--- config.mk ---
export PLATFORM = sky130hd
export DESIGN_NAME = ternary_adder_serial_signed_flat
export DESIGN_NICKNAME = d
export VERILOG_FILES = /design/src/rtl/ternary_adder_serial_signed_if.sv /design/src/rtl/ternary_adder_serial_signed.sv /design/src/flat_wrapper.sv
export SDC_FILE = /design/constraint.sdc
export NUM_CORES = 1
export LEC_CHECK = 0
export BUFFER_PORTS_ARGS = -buffer_cell sky130_fd_sc_hd__buf_2
export CORE_MARGIN = 2
export CORE_UTILIZATION = 40
export CTS_CLUSTER_SIZE = 30
export DETAILED_ROUTE_END_ITERATION = 6
export SLEW_MARGIN = 20
export SYNTH_ARGS = -nofsm -noshare
export SYNTH_HDL_FRONTEND = slang
export SYNTH_SLANG_ARGS = --single-unit
--- constraint.sdc ---
create_clock -name clk -period 4.38 [get_ports clk]
set_input_delay 0.876 -clock clk [delete_from_list [all_inputs] [get_ports clk]]
set_output_delay 0.876 -clock clk [all_outputs]
set_load 0.02 [all_outputs]
--- src/rtl/ternary_adder_serial_signed_if.sv ---
// rtl/ternary_adder_serial_signed_if.sv - operand/result stream bundle for the serial signed ternary adder
interface ternary_adder_serial_signed_if #(
  parameter int width = 8
) ();
  logic             in_valid;
  logic             in_ready;
  logic [width-1:0] in_data;
  logic [1:0]       in_mode;
  logic [1:0]       in_index;
  logic             out_valid;
  logic             out_ready;
  logic [width+1:0] out_data;

  // The adder is the slave of the operand stream and the source of results.
  modport slave (
    input  in_valid, in_data, in_mode, out_ready,
    output in_ready, in_index, out_valid, out_data
  );

  // The environment drives operands and consumes results.
  modport master (
    output in_valid, in_data, in_mode, out_ready,
    input  in_ready, in_index, out_valid, out_data
  );
endinterface

--- src/rtl/ternary_adder_serial_signed.sv ---
// rtl/ternary_adder_serial_signed.sv - serial-input signed ternary adder with per-triplet add/sub mode
module ternary_adder_serial_signed #(
  parameter int width = 8
) (
  input logic                       clk,
  input logic                       reset,
  ternary_adder_serial_signed_if.slave bus
);
  // Two guard bits cover the worst case of 3 * 2^(width-1) exactly.
  localparam int AW = width + 2;

  logic [1:0]    cnt_q, cnt_d;
  logic [AW-1:0] acc_q, acc_d;
  logic [1:0]    mode_q, mode_d;
  logic          out_valid_q, out_valid_d;
  logic [AW-1:0] out_data_q, out_data_d;

  logic          in_ready;
  logic          accept;
  logic          subtract_b;
  logic          subtract_c;
  logic [AW-1:0] opnd_ext;

  // Sign-extend the incoming operand to accumulator width.
  assign opnd_ext = {{2{bus.in_data[width-1]}}, bus.in_data};

  // The last beat of a triplet may only enter when the result register can take it.
  assign in_ready = (cnt_q != 2'd2) || !out_valid_q || bus.out_ready;
  assign accept   = bus.in_valid && in_ready;

  // Mode 0/1 add b; mode 2/3 subtract b. Only mode 0 adds c.
  assign subtract_b = mode_q[1];
  assign subtract_c = (mode_q != 2'd0);

  // Next-state: step the beat counter and fold each accepted operand into the sum.
  always_comb begin
    cnt_d       = cnt_q;
    acc_d       = acc_q;
    mode_d      = mode_q;
    out_valid_d = out_valid_q;
    out_data_d  = out_data_q;

    if (out_valid_q && bus.out_ready) begin
      out_valid_d = 1'b0;
    end

    if (accept) begin
      case (cnt_q)
        2'd0: begin
          acc_d  = opnd_ext;
          mode_d = bus.in_mode;
          cnt_d  = 2'd1;
        end
        2'd1: begin
          acc_d = subtract_b ? (acc_q - opnd_ext) : (acc_q + opnd_ext);
          cnt_d = 2'd2;
        end
        default: begin
          out_data_d  = subtract_c ? (acc_q - opnd_ext) : (acc_q + opnd_ext);
          out_valid_d = 1'b1;
          cnt_d       = 2'd0;
        end
      endcase
    end
  end

  // State registers, cleared asynchronously so a partial triplet or pending result is dropped.
  always_ff @(posedge clk or posedge reset) begin
    if (reset) begin
      cnt_q       <= 2'd0;
      acc_q       <= '0;
      mode_q      <= 2'd0;
      out_valid_q <= 1'b0;
      out_data_q  <= '0;
    end else begin
      cnt_q       <= cnt_d;
      acc_q       <= acc_d;
      mode_q      <= mode_d;
      out_valid_q <= out_valid_d;
      out_data_q  <= out_data_d;
    end
  end

  assign bus.in_ready  = in_ready;
  assign bus.in_index  = cnt_q;
  assign bus.out_valid = out_valid_q;
  assign bus.out_data  = out_data_q;
endmodule

--- src/flat_wrapper.sv ---
// flat-port wrapper written by rule: the top's interface ports become plain ports
module ternary_adder_serial_signed_flat 
#(
  parameter int width = 8
)
  (clk, reset, bus_in_valid, bus_in_data, bus_in_mode, bus_out_ready, bus_in_ready, bus_in_index, bus_out_valid, bus_out_data);
  ternary_adder_serial_signed_if #(.width(width)) bus_i ();
  input logic clk;
  input logic reset;
  input wire logic [$bits(bus_i.in_valid)-1:0] bus_in_valid;
  input wire logic [$bits(bus_i.in_data)-1:0] bus_in_data;
  input wire logic [$bits(bus_i.in_mode)-1:0] bus_in_mode;
  input wire logic [$bits(bus_i.out_ready)-1:0] bus_out_ready;
  output wire logic [$bits(bus_i.in_ready)-1:0] bus_in_ready;
  output wire logic [$bits(bus_i.in_index)-1:0] bus_in_index;
  output wire logic [$bits(bus_i.out_valid)-1:0] bus_out_valid;
  output wire logic [$bits(bus_i.out_data)-1:0] bus_out_data;
  assign bus_i.in_valid = bus_in_valid;
  assign bus_i.in_data = bus_in_data;
  assign bus_i.in_mode = bus_in_mode;
  assign bus_i.out_ready = bus_out_ready;
  assign bus_in_ready = bus_i.in_ready;
  assign bus_in_index = bus_i.in_index;
  assign bus_out_valid = bus_i.out_valid;
  assign bus_out_data = bus_i.out_data;
  ternary_adder_serial_signed #(.width(width)) u_core (.clk(clk), .reset(reset), .bus(bus_i));
endmodule
Word level (Yosys, flattened, before mapping)
Index checks and enable logic that the tools add are counted.
{ "classes": {"eq_ne": 2, "n_bitwise": 1, "n_reduce_logical": 12, "muxes": 7, "n_addsub": 2} }
{ "ops": {"columns": ["cell", "n"], "rows": [
  ["$mux 10", 2],
  ["$pmux 10 s2", 1],
  ["$add 10x10->10", 1],
  ["$sub 10x10->10", 1],
  ["$reduce_and 2->1", 3],
  ["$pmux 2 s2", 1],
  ["$reduce_bool 2->1", 2],
  ["$mux 1", 3],
  ["$eq 2x1->1 const B", 1],
  ["$logic_and 1x1->1", 2],
  ["$logic_not 2->1", 1],
  ["$logic_or 1x1->1", 2],
  ["$ne 2x2->1 const B", 1],
  ["$reduce_or 2->1", 1],
  ["$logic_not 1->1", 1],
  ["$not 1->1", 1]
]} }
{ "word_totals": {"wordCells": 29, "ff_bits": 25, "output_inout_bits": 14, "inputBits": 14} }

Depth between registers and ports, before layout
{ "logic_depth": {"ltp_word": 5, "depth_mapped": 10, "depth_no_buf": 10} }

Least setup slack after synthesis
No wires, ideal clock.
{ "synth_timing": {"path_type": "input-to-reg", "from": "input port bus_in_data[0]", "to": "register u_core.acc_q[6]", "slack_ps": 1889, "arrival_time_ps": 2369, "setup_time_ps": 122, "cell_stages": 9, "path_cell_list": "ha_1 > fa_1 > nand2b_1 > a21o_1 > a21oi_1 > or2_1 > o21ai_0 > mux2i_1 > nand2_1"} }
{ "synth_between": {"elab_chain_cells": 3} }
{ "synth_lines": {"columns": ["item", "line_no", "source"], "rows": [
  ["start: declaration", "flat_wrapper.sv:11", "input wire logic [$bits(bus_i.in_data)-1:0] bus_in_data;"],
  ["$add 10x10->10 or $sub 10x10->10 (tied branches)", "ternary_adder_serial_signed.sv:55", "acc_d = subtract_b ? (acc_q - opnd_ext) : (acc_q + opnd_ext);"],
  ["$mux 10 *", "ternary_adder_serial_signed.sv:55", null],
  ["$pmux 10 s2 *", "ternary_adder_serial_signed.sv:48", "case (cnt_q)"],
  ["end signal: assignment", "ternary_adder_serial_signed.sv:71", "acc_q <= '0;"],
  ["end signal: assignment", "ternary_adder_serial_signed.sv:77", "acc_q <= acc_d;"],
  ["end: declaration", "ternary_adder_serial_signed.sv:13", "logic [AW-1:0] acc_q, acc_d;"]
]} }
Mark *: on every way between the ends. The rest lies on a longest branch, timed or not.
A chain may end at the register's enable or synchronous reset.

Final worst setup path
{ "layout_timing": {"from": "input port bus_out_ready", "to": "output port bus_in_ready"} }
{ "layout_between": {"elab_chain_cells": 1} }
{ "layout_lines": {"columns": ["item", "line_no", "source"], "rows": [
  ["start: declaration", "flat_wrapper.sv:13", "input wire logic [$bits(bus_i.out_ready)-1:0] bus_out_ready;"],
  ["$logic_or 1x1->1", "ternary_adder_serial_signed.sv:28", "assign in_ready = (cnt_q != 2'd2) || !out_valid_q || bus.out_ready;"],
  ["end: declaration", "flat_wrapper.sv:14", "output wire logic [$bits(bus_i.in_ready)-1:0] bus_in_ready;"]
]} }
Every way passes these cells.

==> flow_summary.yaml <==
finish:
  final_area_um2: 2320
  drive_above_1_share: 0.174
  antenna_cells: 0
  stdcell_count: 329
  areaGrowthSynthToFinish_pct: 8.79
  n_fill_cell: 545
  nNetsFinal: 294
  post-route-util: 0.452
synthesis:
  seq_area_frac_synth: 0.293
  synth-async-reset-ratio: 1.00
  yosysTopAreaCell: "dfrtp_1"
  yosysWarningCount: 0
  syn_nets: 276
  yosysMostFrequentCell: "dfrtp_1"
  synth_area_leaders: "dfrtp_1, ha_1, mux2i_1"
  synth_area_per_cell_um2: 8.82
  synth-edff-count: 0
  synth.cell_area_um2: 2130
  synth_cells: 242
  synth_top_area_share: 0.293
  synthFlopType: "dfrtp_1"
  synth_commonest_cells: "dfrtp_1, nand2_1, o21ai_0"
  ys_types: 51
  ys_ff_latch: 25
timing:
  fmax_mhz: 382
  slew_headroom: 0.320
  setup_tns_ns: 0
  tightestPinTransition_ns: 1.02
  rsz0062_at_grt: "false"
  hold_violations: 0
  period_minus_slack_ns: 2.62
  setup_viol: 0
  setup_ws_ns: 1.76
  slew_viol_final: 0
  worst_clock_skew_ns: 0.00247
  finalCritPeriodShare: 0.597
place:
  place_inst: 325
  post-dp-hpwl_mm: 3.66
  dpl_cell_area_um2: 2270
  numPortBuffers: 27
  dp_slack_ns: 1.48
  gp_congestion: 0.940
job:
  drv_cap: 0
hold_path:
  hold_depth: 2
  hold_class: "register to register"
route:
  vias: 1734
  drc: 0
  dr.pass1.iters: 4
  ant_nets: 0
  drtIter0Drc: 111
  wl_per_cell_um: 14.4
  drt-total-wl_mm: 4.75
  vias_per_cell: 5.27
die:
  core_um2: 5140
  chipWidth_um: 77.1
  rows: 26
  fp.dieArea_um2: 5940
  die_h_um: 77.1
  start_util: 0.415
  pin_count: 28
clock_tree:
  cts_tree: "built"
  numCtsBuffers: 3
  cts-root-buf: "clkbuf_8"
  clk_path_buf_depth: 2
  postCtsSetupBuffers: 0
  cts.sinks: 25
  htreeDepth: 1
  hold_buffers: 0
  cts_resized: 0
  clk_latency_ns: 0.28
  clkSlewWorstSetupHoldPaths_ns: 0.09
critical_path:
  endpoint_kind: "output pin"
  crit_type: "primary input to output pin"
  critPathMaxFanout: 4
  start_kind: "primary input"
  reg2reg_depth: 9
  worst_ep_required_time_ns: 3.50
  crit_arrival_ns: 1.74
grt:
  grt_max_degree: 26
  antenna_found_initial: 0
  overflow: 0
  grt_pass1_vias: 1683
  grt_pass1_wl_mm: 8.37
  grt_usage: 0.177
power_and_ir_drop:
  p_per_area_nw_per_um2: 736
  leakage_uw: 0.00109
  ir_drop_uv: 347
run_status:
  status: "completed"
-- per-layer routing --
metal	share of wire	GRT usage
met5	0	0
met4	0.019	0.0589
met3	0.066	0.0341
met2	0.42	0.271
met1	0.49	0.251
-- cells by family after synthesis --
family / share of synthesized area
AND/OR/NAND/NOR: 0.165
AO/OA/AOI/OAI: 0.209
buffers and inverters: 0.0709
flip-flops: 0.293
adder cells (fa/ha/maj): 0.124
XOR/XNOR: 0.0698
multiplexers: 0.0674
-- per-stage QoR --
step           total power, uW  hold WS, ns
6_report                  1710        0.487
5_1_grt                   1880        0.531
4_1_cts                   1720        0.494
3_5_place_dp              1570        0.471
3_3_place_gp              1550        0.458
2_1_floorplan             1340        0.479
-- final timing paths --
check	start	end	slack (ns)
worst max-delay path	bus_out_ready	bus_in_ready	1.76
worst max register to register	u_core.acc_q[0]	u_core.bus.out_data[8]	2.09
worst min-delay path	u_core.bus.out_data[2]	u_core.bus.out_data[2]	0.49
max in group asynchronous	reset	u_core.acc_q[2]	3.26
min in group asynchronous	reset	u_core.acc_q[0]	0.67
worst min register to register	u_core.bus.out_data[2]	u_core.bus.out_data[2]	0.49
-- sequential cells by signal, indices dropped and copies added (netlist names) --
signal,count
u_core.mode_q,2
u_core.acc_q,10
u_core.bus.in_index,2
u_core.bus.out_valid,1
u_core.bus.out_data,10
-- report_power, final --
| part | switching [uW] | total, uW | leakage [uW] | internal, uW |
|---|---|---|---|---|
| clock network | 83.0 | 148 | 0.0000217 | 64.8 |
| logic | 648 | 1130 | 0.000760 | 480 |
| registers | 101 | 434 | 0.000304 | 332 |
| total | 832 | 1710 | 0.00109 | 877 |
-- area by class of cell --
| cell class | instances | area (um2) | area share |
|---|---|---|---|
| inverters | 18 | 67.6 | 0.0291 |
| multi-input cells | 185 | 1360 | 0.585 |
| clock inverters | 1 | 7.51 | 0.00323 |
| well taps | 70 | 87.6 | 0.0377 |
| repair buffers | 27 | 135 | 0.0582 |
| flip-flops and latches | 25 | 626 | 0.269 |
| clock buffers | 3 | 41.3 | 0.0178 |
-- placed cells by master, fill, tap and decap left out, types with 6 or more instances in the layout --
cell type,n
nand2_1,20
xor2_1,6
nor2_1,16
mux2i_1,11
a21oi_1,16
inv_1,16
o21ai_0,20
nand2b_1,7
buf_2,27
dfrtp_1,25
ha_1,18
xnor2_1,11
-- critical path, stage by stage --
cell    delay (ns)
buf_2         0.10
or4b_1        0.57
buf_2         0.20
Power figures use the tool's default switching activity.
